==> config.mk <==
export PLATFORM = sky130hd
export DESIGN_NAME = sobel_frame_ctrl
export DESIGN_NICKNAME = d
export VERILOG_FILES = /design/src/rtl/sobel_frame_ctrl.sv
export SDC_FILE = /design/constraint.sdc
export NUM_CORES = 1
export LEC_CHECK = 0
export ABC_AREA = 1
export CAP_MARGIN = 20
export CELL_PAD_IN_SITES_DETAIL_PLACEMENT = 1
export CELL_PAD_IN_SITES_GLOBAL_PLACEMENT = 2
export CORE_MARGIN = 2
export CORE_UTILIZATION = 26
export DETAILED_ROUTE_END_ITERATION = 10
export GPL_TIMING_DRIVEN = 0
export PLACE_DENSITY_LB_ADDON = 0.15
export SLEW_MARGIN = 40
export SYNTH_ARGS = -nofsm -noshare
export SYNTH_HDL_FRONTEND = slang
export SYNTH_SLANG_ARGS = --single-unit
==> constraint.sdc <==
create_clock -name i_clock -period 2.45 [get_ports i_clock]
set_input_delay 0.49 -clock i_clock [delete_from_list [all_inputs] [get_ports i_clock]]
set_output_delay 0.49 -clock i_clock [all_outputs]
set_load 0.05 [all_outputs]
==> src/rtl/sobel_frame_ctrl.sv <==
// Frame sequencer for the rgb -> grayscale -> sobel pipeline.
// Feeds IMG_WIDTH*IMG_HEIGHT RGB pixels from input memory into the rgb fifo and, in parallel,
// drains the sobel fifo into output memory, pulsing o_done after the last output write.
// Optional: define SOBEL_FRAME_CYCLES_EN to add the o_frame_cycles RUN-cycle counter.
module sobel_frame_ctrl #(
   parameter int unsigned IMG_WIDTH    = 720,
   parameter int unsigned IMG_HEIGHT   = 540,
   parameter int unsigned RGB_DWIDTH   = 24,
   parameter int unsigned SOBEL_DWIDTH = 8,
   parameter int unsigned ADDR_WIDTH   = 19
) (
   input  logic                    i_clock,
   input  logic                    i_reset,
   input  logic                    i_start,
   output logic                    o_busy,
   output logic                    o_done,
   output logic                    o_in_mem_rd_en,
   output logic [ADDR_WIDTH-1:0]   o_in_mem_rd_addr,
   input  logic [RGB_DWIDTH-1:0]   i_in_mem_rd_data,
   output logic                    o_fifo_rgb_wr_en,
   output logic [RGB_DWIDTH-1:0]   o_fifo_rgb_din,
   input  logic                    i_fifo_rgb_full,
   output logic                    o_fifo_sobel_rd_en,
   input  logic [SOBEL_DWIDTH-1:0] i_fifo_sobel_dout,
   input  logic                    i_fifo_sobel_empty,
`ifdef SOBEL_FRAME_CYCLES_EN
   output logic [31:0]             o_frame_cycles,
`endif
   output logic                    o_out_mem_wr_en,
   output logic [ADDR_WIDTH-1:0]   o_out_mem_wr_addr,
   output logic [SOBEL_DWIDTH-1:0] o_out_mem_wr_data
);

   // One extra bit so the counters can hold N without wrapping.
   localparam int unsigned CW = ADDR_WIDTH + 1;
   localparam logic [CW-1:0] NPIX = CW'(IMG_WIDTH * IMG_HEIGHT);
   localparam logic [CW-1:0] LAST = NPIX - CW'(1);

   typedef enum logic [1:0] {StIdle, StRun, StDone} state_t;

   state_t                  r_state;
   state_t                  w_state_nxt;
   logic [CW-1:0]           r_rd_cnt;
   logic [CW-1:0]           r_wr_cnt;
   logic                    r_pending;
   logic                    r_hold_valid;
   logic [RGB_DWIDTH-1:0]   r_hold;

   logic w_run;
   logic w_start_acc;
   logic w_rgb_wr_en;
   logic w_occ0;
   logic w_occ1;
   logic w_issue;
   logic w_drain;

   // Feed/drain handshake decode.
   always_comb begin
      w_run       = (r_state == StRun);
      w_start_acc = (r_state == StIdle) & i_start;
      w_rgb_wr_en = w_run & (r_hold_valid | r_pending) & ~i_fifo_rgb_full;
      w_occ0      = ~r_pending & ~r_hold_valid;
      w_occ1      = r_pending ^ r_hold_valid;
      // Only issue when the result is guaranteed a slot: empty, or the single item leaves now.
      w_issue     = w_run & (r_rd_cnt < NPIX) & (w_occ0 | (w_occ1 & w_rgb_wr_en));
      w_drain     = w_run & ~i_fifo_sobel_empty & (r_wr_cnt < NPIX);
   end

   // Next-state decode for the frame FSM.
   always_comb begin
      w_state_nxt = r_state;
      unique case (r_state)
         StIdle:  if (i_start) w_state_nxt = StRun;
         StRun:   if (w_drain && (r_wr_cnt == LAST)) w_state_nxt = StDone;
         StDone:  w_state_nxt = StIdle;
         default: w_state_nxt = StIdle;
      endcase
   end

   // Frame FSM state register.
   always_ff @(posedge i_clock or negedge i_reset) begin
      if (!i_reset) r_state <= StIdle;
      else          r_state <= w_state_nxt;
   end

   // Read and write pixel counters, cleared on an accepted start.
   always_ff @(posedge i_clock or negedge i_reset) begin
      if (!i_reset) begin
         r_rd_cnt <= '0;
         r_wr_cnt <= '0;
      end else if (w_start_acc) begin
         r_rd_cnt <= '0;
         r_wr_cnt <= '0;
      end else begin
         if (w_issue) r_rd_cnt <= r_rd_cnt + CW'(1);
         if (w_drain) r_wr_cnt <= r_wr_cnt + CW'(1);
      end
   end

   // Read-pending flag and one-entry skid register absorbing data returned under backpressure.
   always_ff @(posedge i_clock or negedge i_reset) begin
      if (!i_reset) begin
         r_pending    <= 1'b0;
         r_hold_valid <= 1'b0;
         r_hold       <= '0;
      end else if (!w_run) begin
         r_pending    <= 1'b0;
         r_hold_valid <= 1'b0;
      end else begin
         r_pending <= w_issue;
         if (r_pending && (r_hold_valid || i_fifo_rgb_full)) begin
            r_hold       <= i_in_mem_rd_data;
            r_hold_valid <= 1'b1;
         end else if (r_hold_valid && w_rgb_wr_en) begin
            r_hold_valid <= 1'b0;
         end
      end
   end

`ifdef SOBEL_FRAME_CYCLES_EN
   logic [31:0] r_frame_cycles;

   // Saturating count of RUN cycles; holds after the frame ends.
   always_ff @(posedge i_clock or negedge i_reset) begin
      if (!i_reset)                           r_frame_cycles <= '0;
      else if (w_start_acc)                   r_frame_cycles <= '0;
      else if (w_run && (r_frame_cycles != '1)) r_frame_cycles <= r_frame_cycles + 32'd1;
   end

   assign o_frame_cycles = r_frame_cycles;
`endif

   // Outputs are forced to zero whenever their strobe is low.
   always_comb begin
      o_busy             = w_run;
      o_done             = (r_state == StDone);
      o_in_mem_rd_en     = w_issue;
      o_in_mem_rd_addr   = w_issue ? r_rd_cnt[ADDR_WIDTH-1:0] : '0;
      o_fifo_rgb_wr_en   = w_rgb_wr_en;
      o_fifo_rgb_din     = '0;
      if (w_rgb_wr_en) o_fifo_rgb_din = r_hold_valid ? r_hold : i_in_mem_rd_data;
      o_fifo_sobel_rd_en = w_drain;
      o_out_mem_wr_en    = w_drain;
      o_out_mem_wr_addr  = w_drain ? r_wr_cnt[ADDR_WIDTH-1:0] : '0;
      o_out_mem_wr_data  = w_drain ? i_fifo_sobel_dout : '0;
   end

endmodule
==> results.py, run 1 <==
metrics = {
    "run_status": {
        "status": "finished, violations left",
        "violations": "negative setup slack",
    },
    "global_route": {
        "grt_overflow_total": 0,
        "grt_pass1_vias": 5120,
        "track_usage": 0.190,
        "antenna_found_initial": 0,
        "grt_max_degree": 45,
        "grt_pass1_wl_mm": 26.9,
    },
    "worst_setup_path": {
        "startpoint_type": "flip-flop",
        "path_class": "flip-flop to primary output",
        "worstPathMaxFanout": 5,
        "worstPathRequired_ps": 1960,
        "cp.arrival_ps": 2040,
        "worstSetupEndpointType": "primary output",
        "reg2reg_slack_ps": 450,
    },
    "logic_synthesis": {
        "yosys.cell_count.top_type": "nand2_1",
        "synth_top_cells_by_area": "dfrtp_1, nand2_1, nor2_1",
        "synth_area_um2": 4400,
        "synth-edff-count": 0,
        "synth_nets": 723,
        "synth_cells": 683,
        "ys_types": 27,
        "avgSynthCellArea_um2": 6.45,
        "synth_top_area_frac": 0.386,
        "ys.flop_type": "dfrtp_1",
        "ys_seq_area_frac": 0.386,
        "async_reset_ff_frac": 1.00,
        "ys_warn_count": 0,
        "ys_seq_elements": 68,
        "yosysTopAreaCell": "dfrtp_1",
        "synth_common_cells": "nand2_1, nor2_1, inv_1",
    },
    "place": {
        "dpl_cell_area_um2": 6150,
        "portBuffers": 112,
        "gp_congestion": 0.841,
        "hpwl_mm": 11.7,
    },
    "run": {
        "maxCapViolations": 0,
    },
    "clocking": {
        "clk_latency_ps": 350,
        "root_buffer": "clkbuf_16",
        "cts_tree": "built",
        "max-clock-path-buffers": 2,
        "cts_sinks": 68,
        "cts_made_buffers": 9,
        "h-tree-depth": 3,
        "clk_pin_slew_ps": 60,
    },
    "hold_path": {
        "min_path_type": "input pin to async pin",
    },
    "sta": {
        "rsz0062_at_grt": "yes",
        "tightest_slew_ps": 675,
        "slew_headroom": 0.550,
        "skew_ps": 6.37,
        "final_hold_viol_count": 0,
        "fmax_ghz": 0.395,
        "fin_crit_sh": 1.03,
        "layout_min_cycle_time_ps": 2530,
        "setup_viol": 34,
        "slew_viol_final": 0,
        "worst_slack_ps": -79.1,
    },
    "floorplanning": {
        "die_area_um2": 18000,
        "die_w_um": 134,
        "initial_core_util": 0.266,
        "design.core.area_um2": 16600,
        "row_count": 47,
        "dieHeight_um": 134,
        "io_pins": 113,
    },
    "detailed_routing": {
        "ant_nets": 0,
        "drc": 0,
        "drt-initial-drc-count": 184,
        "via_per_inst": 4.57,
        "num_vias": 4902,
        "wl_per_cell_um": 15.5,
        "routed_wirelength_mm": 16.6,
        "first_pass_iters": 4,
    },
    "finish": {
        "final_core_util": 0.438,
        "fin_area_um2": 7260,
        "drive_above_1_share": 0.292,
        "nets": 887,
        "antenna_cells": 0,
        "areaGrowthSynthToFinish_pct": 64.8,
    },
    "power": {
        "power.density_nw_per_um2": 987,
        "leakagePower_nw": 3.35,
        "ir_worst_vdd_uv": 539,
    },
}
[flip-flops by register name, summed over array words and instances (netlist names)]
signal	count
r_hold_valid	1
r_hold	24
r_pending	1
r_rd_cnt	20
r_wr_cnt	20
r_state	2
[cell type report]
cell class / count / area (um^2)
multi-input combinational: 489 / 2690
clock buffer: 9 / 225
inverter: 99 / 387
clock inverter: 7 / 124
timing repair buffer: 154 / 1600
tap: 220 / 275
buffer: 26 / 249
fill: 2033 / 9330
sequential: 68 / 1710
[power breakdown]
group          leakage [nW]  total [W]  internal (W)  switching [W]
sequential            0.875    0.00170       0.00144       0.000259
clock                 0.166    0.00157       0.00100       0.000568
combinational          2.30    0.00390       0.00150        0.00240
[logic make-up after synthesis]
family | after synthesis | synth area share
AND/OR/NAND/NOR | 395 | 0.366
buffers and inverters | 126 | 0.117
AO/OA/AOI/OAI | 70 | 0.0801
flip-flops | 68 | 0.386
XOR/XNOR | 21 | 0.0418
adder cells (fa/ha/maj) | 3 | 0.00852
[layer usage]
| metal | share of wire | routed length [um] | GRT usage |
|---|---|---|---|
| met5 | 0 | 0 | 0 |
| met4 | 0.012 | 199 | 0.0567 |
| met3 | 0.044 | 727 | 0.0291 |
| met2 | 0.46 | 7680 | 0.307 |
| met1 | 0.48 | 7960 | 0.264 |
[critical path, cell delays in order (launching register included)]
cell,delay [ps]
dfrtp_2,370
buf_8,100
inv_4,30
ha_4,150
inv_4,60
nand2_4,50
nor2_4,120
nand2_2,80
nand2_4,80
nand3_4,100
buf_12,160
buf_12,140
nor2_4,90
buf_8,150
[per-stage QoR]
stage	TNS [ps]	total power, W	hold slack [ps]	setup slack (ps)	instances
floorplan	-4080	0.00389	194	-132	683
global placement	-168030	0.00477	468	-1810	1015
detailed placement	-45390	0.00485	379	-795	1016
CTS	-1440	0.00711	7.60	-109	1066
global route	-6030	0.00759	17.9	-199	1072
finish	-2030	0.00716	7.32	-79.1	1072
[timing repair]
item / 4_1_cts / 5_1_grt
gates cloned: 6 / 0
resized for setup: 530 / 60
setup endpoints to repair: 74 / 73
setup buffers: 29 / 7
hold buffers: 0 / 0
pin swaps: 15 / 11
[final timing paths]
path                                         to  cells after the start    startpoint
min in group i_clock                 r_hold[22]                      2    r_hold[22]
max in group asynchronous          r_hold_valid                      2       i_reset
max reg2reg                         r_rd_cnt[3]                     11  r_rd_cnt[12]
max                        o_in_mem_rd_addr[13]                     13  r_hold_valid
min reg2reg                          r_hold[22]                      2    r_hold[22]
min                                r_wr_cnt[14]                      1       i_reset
[placed cells by master (no fill, tap or decap), types with 25 or more instances in the layout]
cell,instances
inv_1,87
dfrtp_1,58
nor2_4,56
nor2_1,109
o21ai_0,34
a21oi_1,25
buf_6,48
clkdlybuf4s50_1,35
nand2_1,156
buf_4,36
nand3_1,35
Power figures use the tool's default switching activity.
==> run 2: changes to the inputs <==
Settings changed: GPL_ROUTABILITY_DRIVEN set to 0.
==> results of run 2 <==
No change in the layout: final DEF, timing and power equal those of run 1.
==> run 3: changes to the inputs <==
Settings changed: GPL_TIMING_DRIVEN 0 to not set.
==> results.py, run 3 (synthesis results as in run 1) <==
metrics = {
    "sta": {
        "slew_viol_final": 0,
        "layout_min_cycle_time_ps": 2380,
        "tightest_slew_ps": 564,
        "fin_crit_sh": 0.971,
        "slew_headroom": 0.623,
        "fmax_ghz": 0.420,
        "fin_tns_setup_ps": 0,
        "setup_viol": 0,
        "skew_ps": 6.69,
        "worst_slack_ps": 70.9,
        "final_hold_viol_count": 0,
        "rsz0062_at_grt": "yes",
    },
    "floorplanning": {
        "initial_core_util": 0.266,
        "row_count": 47,
        "design.core.area_um2": 16600,
        "dieHeight_um": 134,
        "die_area_um2": 18000,
        "io_pins": 113,
        "die_w_um": 134,
    },
    "worst_setup_path": {
        "path_common_cell": "buf_12",
        "cp.arrival_ps": 1890,
        "crit_path_top_delay_cell": "clkdlybuf4s50_1",
        "worstSetupEndpointType": "primary output",
        "worstPathRequired_ps": 1960,
        "max_stage_delay_ps": 420,
        "crit_chain": "clkdlybuf4s50_1 -> nor2_2 -> nand3_2 -> nor2_4 -> buf_12 -> nand2_8 -> buf_12 -> nor2_4 -> buf_12",
        "startpoint_type": "input pin",
        "path_class": "input pin to primary output",
        "worstPathMaxFanout": 7,
    },
    "finish": {
        "final_core_util": 0.469,
        "final_common_cell": "nand2_1",
        "antenna_cells": 0,
        "seqCellArea_um2": 1720,
        "regMostFlops": "r_hold",
        "layout_common_cells": "nand2_1, nor2_1, inv_1, buf_12",
        "multi_input_area_um2": 2750,
        "largest_registers": "r_hold x24, r_rd_cnt x20, r_wr_cnt x20",
        "largest_reg_flops": 24,
        "nets": 862,
        "drive_above_1_share": 0.299,
        "n_fill_cell": 2000,
        "areaGrowthSynthToFinish_pct": 76.5,
    },
    "global_route": {
        "grt_overflow_total": 0,
        "grt_max_degree": 51,
        "grt_pass1_wl_mm": 25.8,
        "antenna_found_initial": 0,
        "grt_pass1_vias": 5085,
        "track_usage": 0.181,
    },
    "power": {
        "swShare": 0.429,
        "combPwrFrac": 0.541,
        "seqPwrFrac": 0.234,
        "finalPower_w": 0.00724,
        "p_int_w": 0.00413,
        "power.switching_w": 0.00310,
        "ir_worst_vdd_uv": 557,
        "power.density_nw_per_um2": 931,
        "clkPwrFrac": 0.225,
        "leakagePower_nw": 3.39,
    },
    "detailed_routing": {
        "num_vias": 4790,
        "m1WireLength_mm": 7.63,
        "via_per_inst": 4.57,
        "wl_per_cell_um": 15.1,
        "wl_met2_mm": 7.38,
        "first_pass_iters": 4,
        "drc": 0,
        "ant_nets": 0,
        "drt-initial-drc-count": 177,
        "highest_layer": "met4",
        "routed_wirelength_mm": 15.8,
        "met3_length_um": 671,
    },
    "clocking": {
        "cts_made_buffers": 9,
        "cts_tree": "built",
        "hold_buffers": 0,
        "clk_pin_slew_ps": 60,
        "clk_latency_ps": 340,
        "h-tree-depth": 3,
        "cts_sinks": 68,
        "root_buffer": "clkbuf_16",
        "max-clock-path-buffers": 2,
    },
    "run_status": {
        "status": "finished clean",
    },
    "place": {
        "portBuffers": 112,
        "post-place-ws_ps": -13.7,
        "hpwl_mm": 11.3,
    },
    "hold_path": {
        "min_path_type": "input pin to async pin",
    },
    "run": {
        "maxCapViolations": 0,
    },
}
-- run 3: cell count changes in the layout (fill, tap and decap cells not counted), moves of 10 or more --
cell      before  now
nor2_2         3   18
nor2_1       109   93
buf_2         19    1
buf_8         16    0
buf_6         48    0
buf_12         3   82
clkbuf_1      10    0
-- run 3: power groups by stage --
stage / clock network, W / registers (W) / logic, W
2_1_floorplan: 0 / 0.00163 / 0.00227
3_3_place_gp: 0 / 0.00169 / 0.00351
3_5_place_dp: 0 / 0.00171 / 0.00358
4_1_cts: 0.00167 / 0.00169 / 0.00379
5_1_grt: 0.00172 / 0.00174 / 0.00422
6_report: 0.00162 / 0.00169 / 0.00392
-- run 3: layout make-up --
type                    instances  area share
multi-input cells             491       0.354
repair buffers                153       0.294
flip-flops and latches         68       0.221
inverters                      99      0.0483
clock buffers                  13      0.0361
well taps                     220      0.0354
clock inverters                 3      0.0116
-- run 3: worst paths after layout --
check                              startpoint                   end  slack (ps)  cells past startpoint
setup / recovery           i_fifo_sobel_empty  o_out_mem_wr_data[1]          70                      9
setup reg to reg                 r_wr_cnt[15]          r_wr_cnt[10]         320                     13
hold reg to reg                    r_hold[10]            r_hold[10]         480                      2
min in group i_clock               r_hold[10]            r_hold[10]         480                      2
hold / removal                        i_reset          r_wr_cnt[14]         200                      2
max in group asynchronous             i_reset          r_rd_cnt[13]        1830                      2
-- run 3: critical path, delay by kind of cell --
family / cells / cell delay (ps)
buffers and inverters: 4 / 850
and+or+nand+nor: 5 / 530
-- run 3: routing by layer --
| layer | track usage | vias to the layer above |
|---|---|---|
| li1 | - | 2375 |
| met2 | 0.296 | 92 |
| met4 | 0.0439 | 0 |
| met1 | 0.246 | 2313 |
| met3 | 0.0370 | 10 |
| met5 | 0 | - |
-- run 3: through the flow --
| step | cells | hold slack, ps | cell area, um^2 |
|---|---|---|---|
| 2_1_floorplan | 683 | 194 | 4730 |
| 3_3_place_gp | 1011 | 467 | 6880 |
| 3_5_place_dp | 1011 | 474 | 6880 |
| 4_1_cts | 1035 | 210 | 7470 |
| 5_1_grt | 1047 | 240 | 7770 |
| 6_report | 1047 | 196 | 7770 |
-- run 3: what timing repair did --
item / CTS / global route
gates resized for setup: 39 / 47
cloned: 3 / 0
pin swaps: 4 / 13
setup endpoints to repair: 46 / 49
setup buffers: 5 / 12
